--- config.mk ---
export PLATFORM = sky130hd
export DESIGN_NAME = clk_div_bank
export DESIGN_NICKNAME = d
export VERILOG_FILES = /design/src/rtl/clk_div_bank.sv
export SDC_FILE = /design/constraint.sdc
export NUM_CORES = 1
export LEC_CHECK = 0
export ABC_AREA = 1
export CORE_MARGIN = 1.5
export CORE_UTILIZATION = 41
export CTS_BUF_LIST = sky130_fd_sc_hd__clkbuf_16
export DETAILED_ROUTE_END_ITERATION = 7
export PLACE_DENSITY_LB_ADDON = 0.08
export SYNTH_ARGS = -nofsm -noshare
export SYNTH_HDL_FRONTEND = slang
export SYNTH_SLANG_ARGS = --single-unit
--- constraint.sdc ---
create_clock -name sys_clk -period 2.1 [get_ports sys_clk]
set_input_delay 0.525 -clock sys_clk [delete_from_list [all_inputs] [get_ports sys_clk]]
set_output_delay 0.525 -clock sys_clk [all_outputs]
set_load 0.01 [all_outputs]
--- src/rtl/clk_div_bank.sv ---
// clk_div_bank: PLL lock supervisor gating a bank of programmable
// clock-enable dividers. Each lane emits a one-cycle ce every P cycles and a
// 50% square wave; divisor changes only take effect at period boundaries.

module clk_div_lane #(
  parameter int DW      = 16,
  parameter int DEF_DIV = 4
) (
  input  logic          clk,
  input  logic          rst,
  input  logic          run,
  input  logic          wr,
  input  logic [DW-1:0] val,
  output logic          ce,
  output logic          tgl
);
  logic [DW-1:0] act_div;
  logic [DW-1:0] shd_div;
  logic [DW-1:0] cnt;
  logic [DW-1:0] act_last;
  logic [DW-1:0] shd_last;
  logic          live;
  logic          wrap;

  // Last count value of a period; divisors 0 and 1 both give a 1-cycle period.
  assign act_last = (act_div == '0) ? '0 : act_div - 1'b1;
  assign shd_last = (shd_div == '0) ? '0 : shd_div - 1'b1;
  // A period starts on the first running edge or when the counter leaves its last value.
  assign wrap     = !live || (cnt == act_last);

  // Counter, ce pulse, square wave and shadow-to-active divisor transfer.
  always_ff @(posedge clk) begin
    if (rst) begin
      act_div <= DW'(DEF_DIV);
      shd_div <= DW'(DEF_DIV);
      cnt     <= '0;
      ce      <= 1'b0;
      tgl     <= 1'b0;
      live    <= 1'b0;
    end else begin
      if (wr) shd_div <= val;
      if (!run) begin
        // Idle lanes track the shadow so the next start uses the latest divisor.
        act_div <= shd_div;
        cnt     <= '0;
        ce      <= 1'b0;
        tgl     <= 1'b0;
        live    <= 1'b0;
      end else begin
        live <= 1'b1;
        tgl  <= tgl ^ ce;
        if (wrap) begin
          // Old shadow value is used here, so a write on this edge waits one period.
          act_div <= shd_div;
          cnt     <= '0;
          ce      <= (shd_last == '0);
        end else begin
          cnt <= cnt + 1'b1;
          ce  <= ((cnt + 1'b1) == act_last);
        end
      end
    end
  end
endmodule

module clk_div_bank #(
  parameter int NCH      = 2,
  parameter int DW       = 16,
  parameter int LOCK_CYC = 1024,
  parameter int DEF_DIV  = 4
) (
  input  logic           sys_clk,
  input  logic           rst,
  input  logic           pll_lock,
  input  logic [NCH-1:0] en,
  input  logic           div_wr,
  input  logic [2:0]     div_sel,
  input  logic [DW-1:0]  div_val,
  output logic [NCH-1:0] ce,
  output logic [NCH-1:0] tgl,
  output logic           ready,
  output logic           rst_out
);
  localparam int LW = $clog2(LOCK_CYC);

  typedef enum logic [1:0] {WAIT_LOCK, COUNT, READY} state_t;

  state_t        state;
  logic [LW-1:0] lock_cnt;
  logic          run_ok;

  // Lanes stop on the same edge that ready falls, so include pll_lock here.
  assign run_ok = ready & pll_lock;

  // Lock supervisor: release after LOCK_CYC uninterrupted locked edges.
  always_ff @(posedge sys_clk) begin
    if (rst) begin
      state    <= WAIT_LOCK;
      lock_cnt <= '0;
      ready    <= 1'b0;
      rst_out  <= 1'b1;
    end else begin
      case (state)
        WAIT_LOCK: begin
          lock_cnt <= '0;
          if (pll_lock) state <= COUNT;
        end
        COUNT: begin
          if (!pll_lock) begin
            state    <= WAIT_LOCK;
            lock_cnt <= '0;
          end else if (lock_cnt == LW'(LOCK_CYC - 1)) begin
            state   <= READY;
            ready   <= 1'b1;
            rst_out <= 1'b0;
          end else begin
            lock_cnt <= lock_cnt + 1'b1;
          end
        end
        READY: begin
          if (!pll_lock) begin
            state    <= WAIT_LOCK;
            lock_cnt <= '0;
            ready    <= 1'b0;
            rst_out  <= 1'b1;
          end
        end
        default: begin
          state    <= WAIT_LOCK;
          lock_cnt <= '0;
          ready    <= 1'b0;
          rst_out  <= 1'b1;
        end
      endcase
    end
  end

  // One divider lane per channel; selects beyond NCH never match a lane.
  for (genvar gi = 0; gi < NCH; gi++) begin : g_lane
    clk_div_lane #(
      .DW      (DW),
      .DEF_DIV (DEF_DIV)
    ) u_lane (
      .clk (sys_clk),
      .rst (rst),
      .run (en[gi] & run_ok),
      .wr  (div_wr && (div_sel == 3'(gi))),
      .val (div_val),
      .ce  (ce[gi]),
      .tgl (tgl[gi])
    );
  end
endmodule

Yosys cells after proc, flatten, opt, wreduce, memory -nomap -nowiden
Index checks and enable logic that the tools add are counted.

storage, ports and cells
  output and inout bits = 6
  register bits after elaboration = 116
  input bits = 25

operators by class
  bitwise operators = 8
  $add $sub $neg = 7
  reductions and logical operators = 21
  equal/unequal tests = 16
  muxes and demuxes = 29

operator list
  cell                                                  number
  two-way mux 16 bit                                    8
  logical NOT 16 bit                                    6
  equality test 16 bit                                  4
  subtractor 16 x 1 -> 16 bit (second input constant)   4
  adder 16 x 1 -> 16 bit (second input constant)        2
  two-way mux 10 bit                                    3
  one-hot mux 10 bit (2 select lines)                   1
  inequality test 2 bit (second input constant)         6
  adder 10 x 1 -> 10 bit (second input constant)        1
  equality test 10 bit (second input constant)          1
  two-way mux 1 bit                                     10
  two-way mux 2 bit                                     4
  inequality test 3 bit (second input constant)         2
  one-hot mux 1 bit (3 select lines)                    2
  one-hot mux 2 bit (3 select lines)                    1
  OR reduction 3 bit                                    2
  AND reduction 4 bit                                   1
  OR reduction 2 bit                                    2
  AND 1 bit                                             3
  equality test 3 x 1 -> 1 bit (second input constant)  1
  logical NOT 3 bit                                     1
  NOT 1 bit                                             3
  AND reduction 3 bit                                   1
  equality test 2 x 1 -> 1 bit (second input constant)  1
  other kinds (7)                                       11

Depth between registers and ports, before layout
Gate-level depths: netlist (run 1).

  word-level depth = 6
  gate-level depth with buffers = 19
  depth with buffers taken out = 18

Cells and area by module
A second synthesis (run 1) with hierarchy kept.

second synthesis, totals
  cell total of the unflattened synthesis = 1222
  area total of the unflattened synthesis = 7636.1 µm²

modules (own cells, without submodules)
  module                           seq. area each (µm²)  times used  area each (µm²)  cells an instance
  clk_div_lane (g_lane[1].u_lane)  1021.0                1           3482.1           564
  clk_div_lane (g_lane[0].u_lane)  1021.0                1           3319.4           534
  clk_div_bank                     280.3                 1           834.6            124

Worst setup path before layout (run 1)
Ideal clock, no wire load.

  path type = register to register
  start = register g_lane[1].u_lane.act_div[0]
  end = register g_lane[1].u_lane.act_div[13]
  arrival time = 2.123 ns
  library setup time = 0.109 ns
  stages on the path, launching flop included = 19
  clock period less this slack = 2.232 ns
  setup slack = -0.132 ns
  path through = dfxtp_1 clkinv_1 ha_1 nand2_2 nor2_4 nand2_4 buf_6 nand3_1 nand2_1 nand2_1 nor2_1 nand2_1 nor2_2 nand3_4 nand3_4 buf_6 nand2_1 inv_2 nor2_1

between the ends
  longest elaborated chain between the ends = 5
  elaborated cells on any way between the ends = 6

ends and longest elaborated chain
  what                                                                      RTL line  RTL
  start, declared                                                           17        logic [DW-1:0] act_div;
  start signal, assigned                                                    34        act_div <= DW'(DEF_DIV);
  start signal, assigned                                                    44        act_div <= shd_div;
  start signal, assigned                                                    54        act_div <= shd_div;
  subtractor 16 x 1 -> 16 bit / logical NOT 16 bit (equally long branches)  26        assign act_last = (act_div == '0) ? '0 : act_div - 1'b1;
  two-way mux 16 bit *                                                      26
  equality test 16 bit *                                                    29        assign wrap = !live || (cnt == act_last);
  logical OR 1 bit *                                                        29
  inequality test 2 bit (no source line) *                                  -

Mark *: on every way between the ends. The rest lies on a longest branch, timed or not.
A chain may end at the register's enable or synchronous reset.

Worst setup path after layout (run 1)
  start = register g_lane[1].u_lane.act_div[7]
  end = register g_lane[1].u_lane.act_div[8]

The elaborated chain is that of the path after synthesis.

==> reports/results.ini, run 1 <==
[outcome]
status = finished with violations
violations = negative setup slack

[grt]
grt_start_max_net_pins = 67
grt_pass1_wl_um = 37100
first_global_vias = 7742
grt.total_usage_pct = 23.4
antenna_violations_before_repair = 0
global_route.overflow_total = 0

[power]
switching_share_pct = 26.5
vdd_drop_max_mv = 0.574
p_sw_uw = 1600
p_int_uw = 4440
static-leakage-power_uw = 0.00481
power_density_nw_per_um2 = 551
clock_power_share_pct = 50.4
combPwrFrac_pct = 12.2
power_frac_seq_pct = 37.5

[die]
floorplan.initialDensity_pct = 42.0
ioPinCount = 31
coreArea_sq_um = 18000
placement_rows = 49
die_y_um = 139
die-area_sq_um = 19300
die_width_um = 139

[flow_run]
maxcap_viol_count = 0

[layout]
area_growth_pct = 44.7
finish.instance_area_sq_um = 11000
mostFrequentLayoutCell = sky130_fd_sc_hd__nand2_1
design.final.nets = 1472
mostFrequentLayoutCells = 279 x sky130_fd_sc_hd__nand2_1, 162 x sky130_fd_sc_hd__buf_4, 161 x sky130_fd_sc_hd__inv_1
final_cell_count_no_fill = 1682
final_layout_size_suffix_gt1_share_pct = 31.0
antenna-diode-count = 0

[placed_design]
place_area_sq_um = 9170
dpl.cell_count = 1609
hpwlAfterDp_um = 16200
port_buffers = 30
place.gp.congestion = 0.874

[hold_path]
holdCritPathClass = flip-flop to flip-flop

[drt]
dr.first_iter.drc_count = 528
ant_nets = 0
wl_per_cell_um = 13.6
drt-vias-per-instance = 4.91
dr_total_vias = 8265
routed_wirelength_um = 22800
dr_drc_count = 0
drt_first_pass_iters = 7

[clock_network]
cts-buffers-inserted = 17
insertion_delay_ns = 0.42
reg_clk_slew_reported_paths_ns = 0.06
ctsLongestPathBuffers = 2
cts_root_buffer = sky130_fd_sc_hd__clkbuf_16
cts_sinks = 116
cts_htree_levels = 4
tritoncts = built
cts_hold_buf = 0

[timing]
rsz0062_at_grt = yes
finalSetupViolCount = 62
period_minus_slack_ns = 2.25
slew_headroom_pct = 63.4
final_hold_viol_count = 0
fin_skew_ns = 0.00683
final_critical_path_setup_slack_ns = -0.148
maxClockFrequency_ghz = 0.445
min_period_over_period_pct = 107
worst_hold_margin_ns = 0.450
report.final.slew_viol_count = 0
max_slew.worst_pin.slew_ns = 0.544

[synthesis]
ys_ff_latch = 116
yosys_warnings = 0
distinct_cell_type_count_after_synthesis = 41
synth-seq-area-share_pct = 30.7
syn-instance-count = 1231
post_synth_net_total = 1263
syn_area_per_cell_sq_um = 6.15
synthesis.area_sq_um = 7570

[critical_path]
crit_path_largest_cell_delay_ns = 0.33
cp.arrival_ns = 2.60
worst_path_dominant_cell_family = simple AND/OR/NAND/NOR gates
crit_chain = nor2_2 > nand2_2 > nor2_4 > buf_12 > nand2_8 > nand3_2 > nand2_1 > nor2_1 > nand3_2 > nor2_4 > nand3_4 > buf_6 > nand4_1 > nand2_1 > nor2_1
path_buf_inv = 2
cp_data_required_time_ns = 2.45
endpoint_kind = flip-flop
critical_path.max_fanout = 8
critPathLaunchType = flip-flop
reg2reg_setup_slack_ns = -0.15
setup.worst_path.class = flip-flop to flip-flop
crit_path_top_delay_cell = sky130_fd_sc_hd__dfxtp_1

[synthesized netlist by cell type (all sizes together)]
master  number  area [sq um]
nand2      340          1330
nor2       195           820
inv        186           698
dfxtp      116          2320
nand3      110           631
nand4       65           407
a21oi       51           259
o21ai       44           220
buf         21           180
nor3        21           105
xor2        21           184
clkbuf      16          60.1
xnor2        9          78.8
ha           7          87.6
nand3b       4          30.0
nor4         4          25.0
clkinv       3          11.3
or2          3          18.8
a211oi       2          15.0
and2         2          12.5
nor3b        2          15.0
o211ai       2          15.0
o22ai        2          12.5
a21o         1          7.51
a31oi        1          6.26
a32oi        1          8.76
o21a         1          7.51
o31ai        1          7.51
[power groups by stage]
| stage | clock network [uW] | registers [uW] | logic [uW] |
|---|---|---|---|
| 2_1_floorplan | 0 | 2310 | 367 |
| 6_report | 3040 | 2260 | 734 |
| 5_1_grt | 3170 | 2270 | 809 |
| 3_5_place_dp | 0 | 2310 | 600 |
| 4_1_cts | 3070 | 2260 | 693 |
| 3_3_place_gp | 0 | 2310 | 596 |
[path summary, 6_finish.rpt]
check	to	cells past startpoint	startpoint
worst max-delay path	g_lane[1].u_lane.act_div[8]	15	g_lane[1].u_lane.act_div[7]
worst min-delay path	lock_cnt[4]	2	lock_cnt[4]
worst max register to register	g_lane[1].u_lane.act_div[8]	15	g_lane[1].u_lane.act_div[7]
worst min register to register	lock_cnt[4]	2	lock_cnt[4]
[state kept, by name, indices dropped and copies added (netlist names)]
| signal | cells |
|---|---|
| rst_out | 1 |
| g_lane.u_lane.live | 2 |
| g_lane.u_lane.cnt | 32 |
| g_lane.u_lane.shd_div | 32 |
| lock_cnt | 10 |
| g_lane.u_lane.tgl | 2 |
| g_lane.u_lane.act_div | 32 |
| ready | 1 |
| g_lane.u_lane.ce | 2 |
| state | 2 |
[routing by layer]
metal	wire (um)	part of all wire [%]	vias to the layer above	GRT usage, %
met3	827	3.6	23	3.45
met5	0	0	-	0
met1	11400	50	3727	33.5
li1	-	-	4344	-
met2	10300	45	171	37.3
met4	253	1.1	0	5.04
[worst reg2reg max path, stage by stage (launching register included)]
cell and delay (ns):
sky130_fd_sc_hd__dfxtp_1 0.33, sky130_fd_sc_hd__nor2_2 0.14, sky130_fd_sc_hd__nand2_2 0.10, sky130_fd_sc_hd__nor2_4 0.25, sky130_fd_sc_hd__buf_12 0.18, sky130_fd_sc_hd__nand2_8 0.08
sky130_fd_sc_hd__nand3_2 0.07, sky130_fd_sc_hd__nand2_1 0.06, sky130_fd_sc_hd__nor2_1 0.12, sky130_fd_sc_hd__nand3_2 0.11, sky130_fd_sc_hd__nor2_4 0.11, sky130_fd_sc_hd__nand3_4 0.20
sky130_fd_sc_hd__buf_6 0.21, sky130_fd_sc_hd__nand4_1 0.07, sky130_fd_sc_hd__nand2_1 0.06, sky130_fd_sc_hd__nor2_1 0.10
[timing repair]
| action | in CTS | in global routing |
|---|---|---|
| setup endpoints to repair | 66 | 68 |
| gates cloned | 8 | 2 |
| buffers inserted | 26 | 5 |
| pin swaps | 29 | 37 |
| resized for setup | 103 | 125 |
[per-stage QoR]
step | power, uW | setup TNS [ns] | worst slack, ns | utilization (%)
final | 6040 | -5.46 | -0.148 | 60.8
after global routing | 6240 | -15.88 | -0.357 | 60.8
after CTS | 6030 | -3.25 | -0.121 | 57.9
after detailed placement | 2910 | -8.87 | -0.217 | 50.9
after global placement | 2900 | -7.98 | -0.206 | 50.9
after floorplan | 2670 | 0 | 0.0150 | -
[kinds of logic (layout without fill, tap and decap cells)]
kind of cell / after synthesis / in the layout / share of synthesized area, %
xor gates and xnor gates: 30 / 30 / 3.47
and+or+nand+nor: 746 / 753 / 44.8
DFF: 116 / 116 / 30.7
buffers and inverters: 226 / 441 / 12.5
AOI/OAI and AO/OA: 106 / 106 / 7.38
adders and majority gates: 7 / 7 / 1.16
[area by class of cell]
class | count | area (sq um)
clock inverters | 15 | 180
clock buffers | 17 | 425
well taps | 229 | 287
flip-flops and latches | 116 | 2340
inverters | 189 | 711
repair buffers | 220 | 1940
multi-input cells | 896 | 5070
fillers | 1718 | 7070
Power figures use the tool's default switching activity.
==> run 2, diff against run 1 <==
SYNTH_HIERARCHICAL = 1   (was default)
==> run 2 against run 1 <==
Net effect: highest routed layer unchanged; cell count decreased by 3.4%; clock skew rose by 0.0078 ns; the flow still finishes with violations (negative setup slack); critical path type unchanged; via count decreased by 2.9%.
==> reports/results.ini, run 2 <==
[outcome]
status = finished with violations
violations = negative setup slack

[timing]
fin_skew_ns = 0.0146  ; +0.00776 ns
finalSetupViolCount = 64  ; +3.2%
final_critical_path_setup_slack_ns = -0.0891  ; +0.0588 ns
worst_hold_margin_ns = 0.438  ; -0.0124 ns
slew_headroom_pct = 60.6  ; -2.8 points
totalNegativeSetupSlack_ns = -3.74  ; +1.72 ns
period_minus_slack_ns = 2.19  ; -0.0588 ns
final_hold_viol_count = 0  ; unchanged
maxClockFrequency_ghz = 0.457  ; +2.7%
min_period_over_period_pct = 104  ; -2.8 points
rsz0062_at_grt = yes
report.final.slew_viol_count = 0  ; unchanged
max_slew.worst_pin.slew_ns = 0.590  ; +0.0462 ns

[drt]
dr_drc_count = 0  ; unchanged
wl_per_cell_um = 13.4  ; -1.0%
routed_wirelength_um = 21800  ; -4.4%
dr.first_iter.drc_count = 497  ; -5.9%
dr_total_vias = 8023  ; -2.9%
drt_first_pass_iters = 5  ; -2
drt-vias-per-instance = 4.94  ; +0.48%
ant_nets = 0  ; unchanged

[synthesis]
yosys_warnings = 6  ; +6
yosys.area.top_type_share_pct = 30.4  ; -0.25 points
number_of_flops_mapped_to_enable_cells_by_yosys = 0  ; unchanged
synth_commonest_cells = 293 x sky130_fd_sc_hd__nand2_1, 187 x sky130_fd_sc_hd__nor2_1, 174 x sky130_fd_sc_hd__inv_1, 116 x sky130_fd_sc_hd__dfxtp_1, 81 x sky130_fd_sc_hd__nand3_1
post_synth_main_area_contributors = sky130_fd_sc_hd__dfxtp_1 30%, sky130_fd_sc_hd__nand2_1 14%, sky130_fd_sc_hd__nor2_1 9.2%, sky130_fd_sc_hd__inv_1 8.6%, sky130_fd_sc_hd__nand4_1 6.2%
ys_async_sr_fraction_pct = 0  ; unchanged
synth_flop_cell = sky130_fd_sc_hd__dfxtp_1
post_synth_net_total = 1254  ; -0.71%
distinct_cell_type_count_after_synthesis = 39  ; -4.9%
synth-seq-area-share_pct = 30.4  ; -0.25 points
ys_ff_latch = 116  ; unchanged
synth_largest_area_cell = sky130_fd_sc_hd__dfxtp_1
syn_area_per_cell_sq_um = 6.25  ; +1.6%
synthesis.area_sq_um = 7640  ; +0.83%
syn-instance-count = 1222  ; -0.73%
post-synth-top-count-cell = sky130_fd_sc_hd__nand2_1

[critical_path]
critPathLaunchType = flip-flop
critical_path.max_fanout = 8  ; unchanged
setup.worst_path.class = flip-flop to flip-flop
cp.arrival_ns = 2.50  ; -0.10 ns
reg2reg_setup_slack_ns = -0.09  ; +0.06 ns
timing.rr.start = g_lane[0].u_lane/act_div[7]
cp_startpoint = g_lane[0].u_lane/act_div[7]
endpoint_kind = flip-flop
cp_data_required_time_ns = 2.41  ; -0.04 ns

[clock_network]
reg_clk_slew_reported_paths_ns = 0.06  ; about the same
cts_root_buffer = sky130_fd_sc_hd__clkbuf_16
cts-buffers-inserted = 17  ; unchanged
cts_sinks = 116  ; unchanged
insertion_delay_ns = 0.42  ; about the same
cts_hold_buf = 0  ; unchanged
ctsLongestPathBuffers = 2  ; unchanged
cts_htree_levels = 4  ; unchanged
tritoncts = built

[grt]
antenna_violations_before_repair = 0  ; unchanged
grt.total_usage_pct = 22.4  ; -1.0 points
grt_start_max_net_pins = 20  ; -70%
first_global_vias = 7220  ; -6.7%
grt_pass1_wl_um = 35200  ; -5.3%
global_route.overflow_total = 0  ; unchanged

[power]
vdd_drop_max_mv = 0.611  ; +6.5%
static-leakage-power_uw = 0.00467  ; -2.8%
power_density_nw_per_um2 = 565  ; +2.6%
totalPowerFinal_uw = 5880  ; -2.6%

[die]
die_y_um = 139  ; +0.40%
coreArea_sq_um = 18100  ; +0.34%
ioPinCount = 31  ; unchanged
placement_rows = 49  ; unchanged
floorplan.initialDensity_pct = 42.2  ; +0.20 points
die_width_um = 139  ; +0.40%
die-area_sq_um = 19500  ; +0.81%

[placed_design]
port_buffers = 30  ; unchanged
post-place-ws_ns = -0.145  ; +0.0719 ns
hpwlAfterDp_um = 16100  ; -0.86%
place.gp.congestion = 0.850  ; -2.8%

[layout]
area_growth_pct = 36.2
design.final.nets = 1417  ; -3.7%
antenna-diode-count = 0  ; unchanged
top_regs = g_lane.u_lane/act_div (32), g_lane.u_lane/cnt (32), g_lane.u_lane/shd_div (32)
mostFrequentLayoutCells = 259 x sky130_fd_sc_hd__nand2_1, 169 x sky130_fd_sc_hd__inv_1, 155 x sky130_fd_sc_hd__nor2_1
mostFrequentLayoutCell = sky130_fd_sc_hd__nand2_1
final_layout_size_suffix_gt1_share_pct = 25.1  ; -5.9 points
n_fill_cell = 1726  ; +0.47%

[hold_path]
holdCritPathClass = flip-flop to flip-flop
hold_path.startpoint = g_lane[1].u_lane/cnt[0]

[flow_run]
maxcap_viol_count = 0  ; unchanged

==> run 2: power breakdown <==
group | switching [uW] | internal, uW | leakage (uW)
Sequential | 42.4 | 2250 | 0.000946
Clock | 1060 | 1830 | 0.000292
Combinational | 385 | 314 | 0.00343
Total | 1490 | 4390 | 0.00467
==> run 2: area by class of cell <==
type | instances | area (sq um) | share of cell area [%]
Inverter | 186 | 698 | 6.71
Tap cell | 229 | 287 | 2.75
Timing Repair Buffer | 176 | 1530 | 14.7
Sequential cell | 116 | 2350 | 22.6
Clock buffer | 17 | 425 | 4.09
Multi-Input combinational cell | 888 | 4970 | 47.8
Clock inverter | 13 | 146 | 1.41
==> run 2: final timing paths <==
kind,endpoint,cells past startpoint
worst max-delay path,g_lane[0].u_lane/act_div[0],18
worst min-delay path,g_lane[1].u_lane/cnt[0],1
worst max register to register,g_lane[0].u_lane/act_div[0],18
worst min register to register,g_lane[1].u_lane/cnt[0],1
==> run 2: timing repair <==
item                       in CTS  in global routing
pin swaps                      26                 75
setup endpoints to repair      66                 66
cloned                          6                  1
hold endpoints to repair        0                  0
setup buffers                   7                 13
resized for setup              69                119
==> run 2: layer usage <==
| layer | share of wire (%) | vias up | track usage (%) |
|---|---|---|---|
| li1 | - | 4213 | - |
| met1 | 51 | 3628 | 32.3 |
| met2 | 44 | 149 | 33.7 |
| met3 | 3.5 | 33 | 3.89 |
| met4 | 1.5 | 0 | 7.00 |
| met5 | 0 | - | 0 |
==> run 2: cells by family (layout without fill, tap and decap cells) <==
family	count (synthesis)	in the layout	synth area share, %
adder cells (fa/ha/maj)	7	7	1.15
flip-flops	116	116	30.4
XOR/XNOR	58	58	6.65
buffers and inverters	221	392	11.9
AND/OR/NAND/NOR	717	720	42.8
AO/OA/AOI/OAI	103	103	7.03
==> run 2: critical path, cell delays in order, from the launching register on <==
cell and delay [ns]:
sky130_fd_sc_hd__dfxtp_4 0.36, sky130_fd_sc_hd__nor2_4 0.10, sky130_fd_sc_hd__buf_4 0.13, sky130_fd_sc_hd__nand2_1 0.06, sky130_fd_sc_hd__nor2_2 0.15, sky130_fd_sc_hd__nand2_1 0.08
sky130_fd_sc_hd__nand2_2 0.11, sky130_fd_sc_hd__nand3_4 0.08, sky130_fd_sc_hd__nand2_2 0.07, sky130_fd_sc_hd__nand2_2 0.06, sky130_fd_sc_hd__nor2_1 0.11, sky130_fd_sc_hd__nand2_1 0.08
sky130_fd_sc_hd__nor2_2 0.14, sky130_fd_sc_hd__nand2_4 0.10, sky130_fd_sc_hd__buf_4 0.15, sky130_fd_sc_hd__nand3_4 0.12, sky130_fd_sc_hd__nand2_2 0.07, sky130_fd_sc_hd__inv_1 0.06
sky130_fd_sc_hd__nor2_1 0.04
==> run 2: per-stage QoR <==
step / instance area [sq um] / instances / util (%)
6_report: 10400 / 1625 / 57.5
5_1_grt: 10400 / 1625 / 57.5
4_1_cts: 9920 / 1614 / 54.9
3_5_place_dp: 8990 / 1571 / 49.7
3_3_place_gp: 8990 / 1571 / 49.7
2_1_floorplan: 7640 / 1222 / -
==> run 3, diff against run 2 <==
SYNTH_HIERARCHICAL = default   (was 1)
==> results of run 3 <==
Final layout, timing and power as in run 1 (identical DEF).
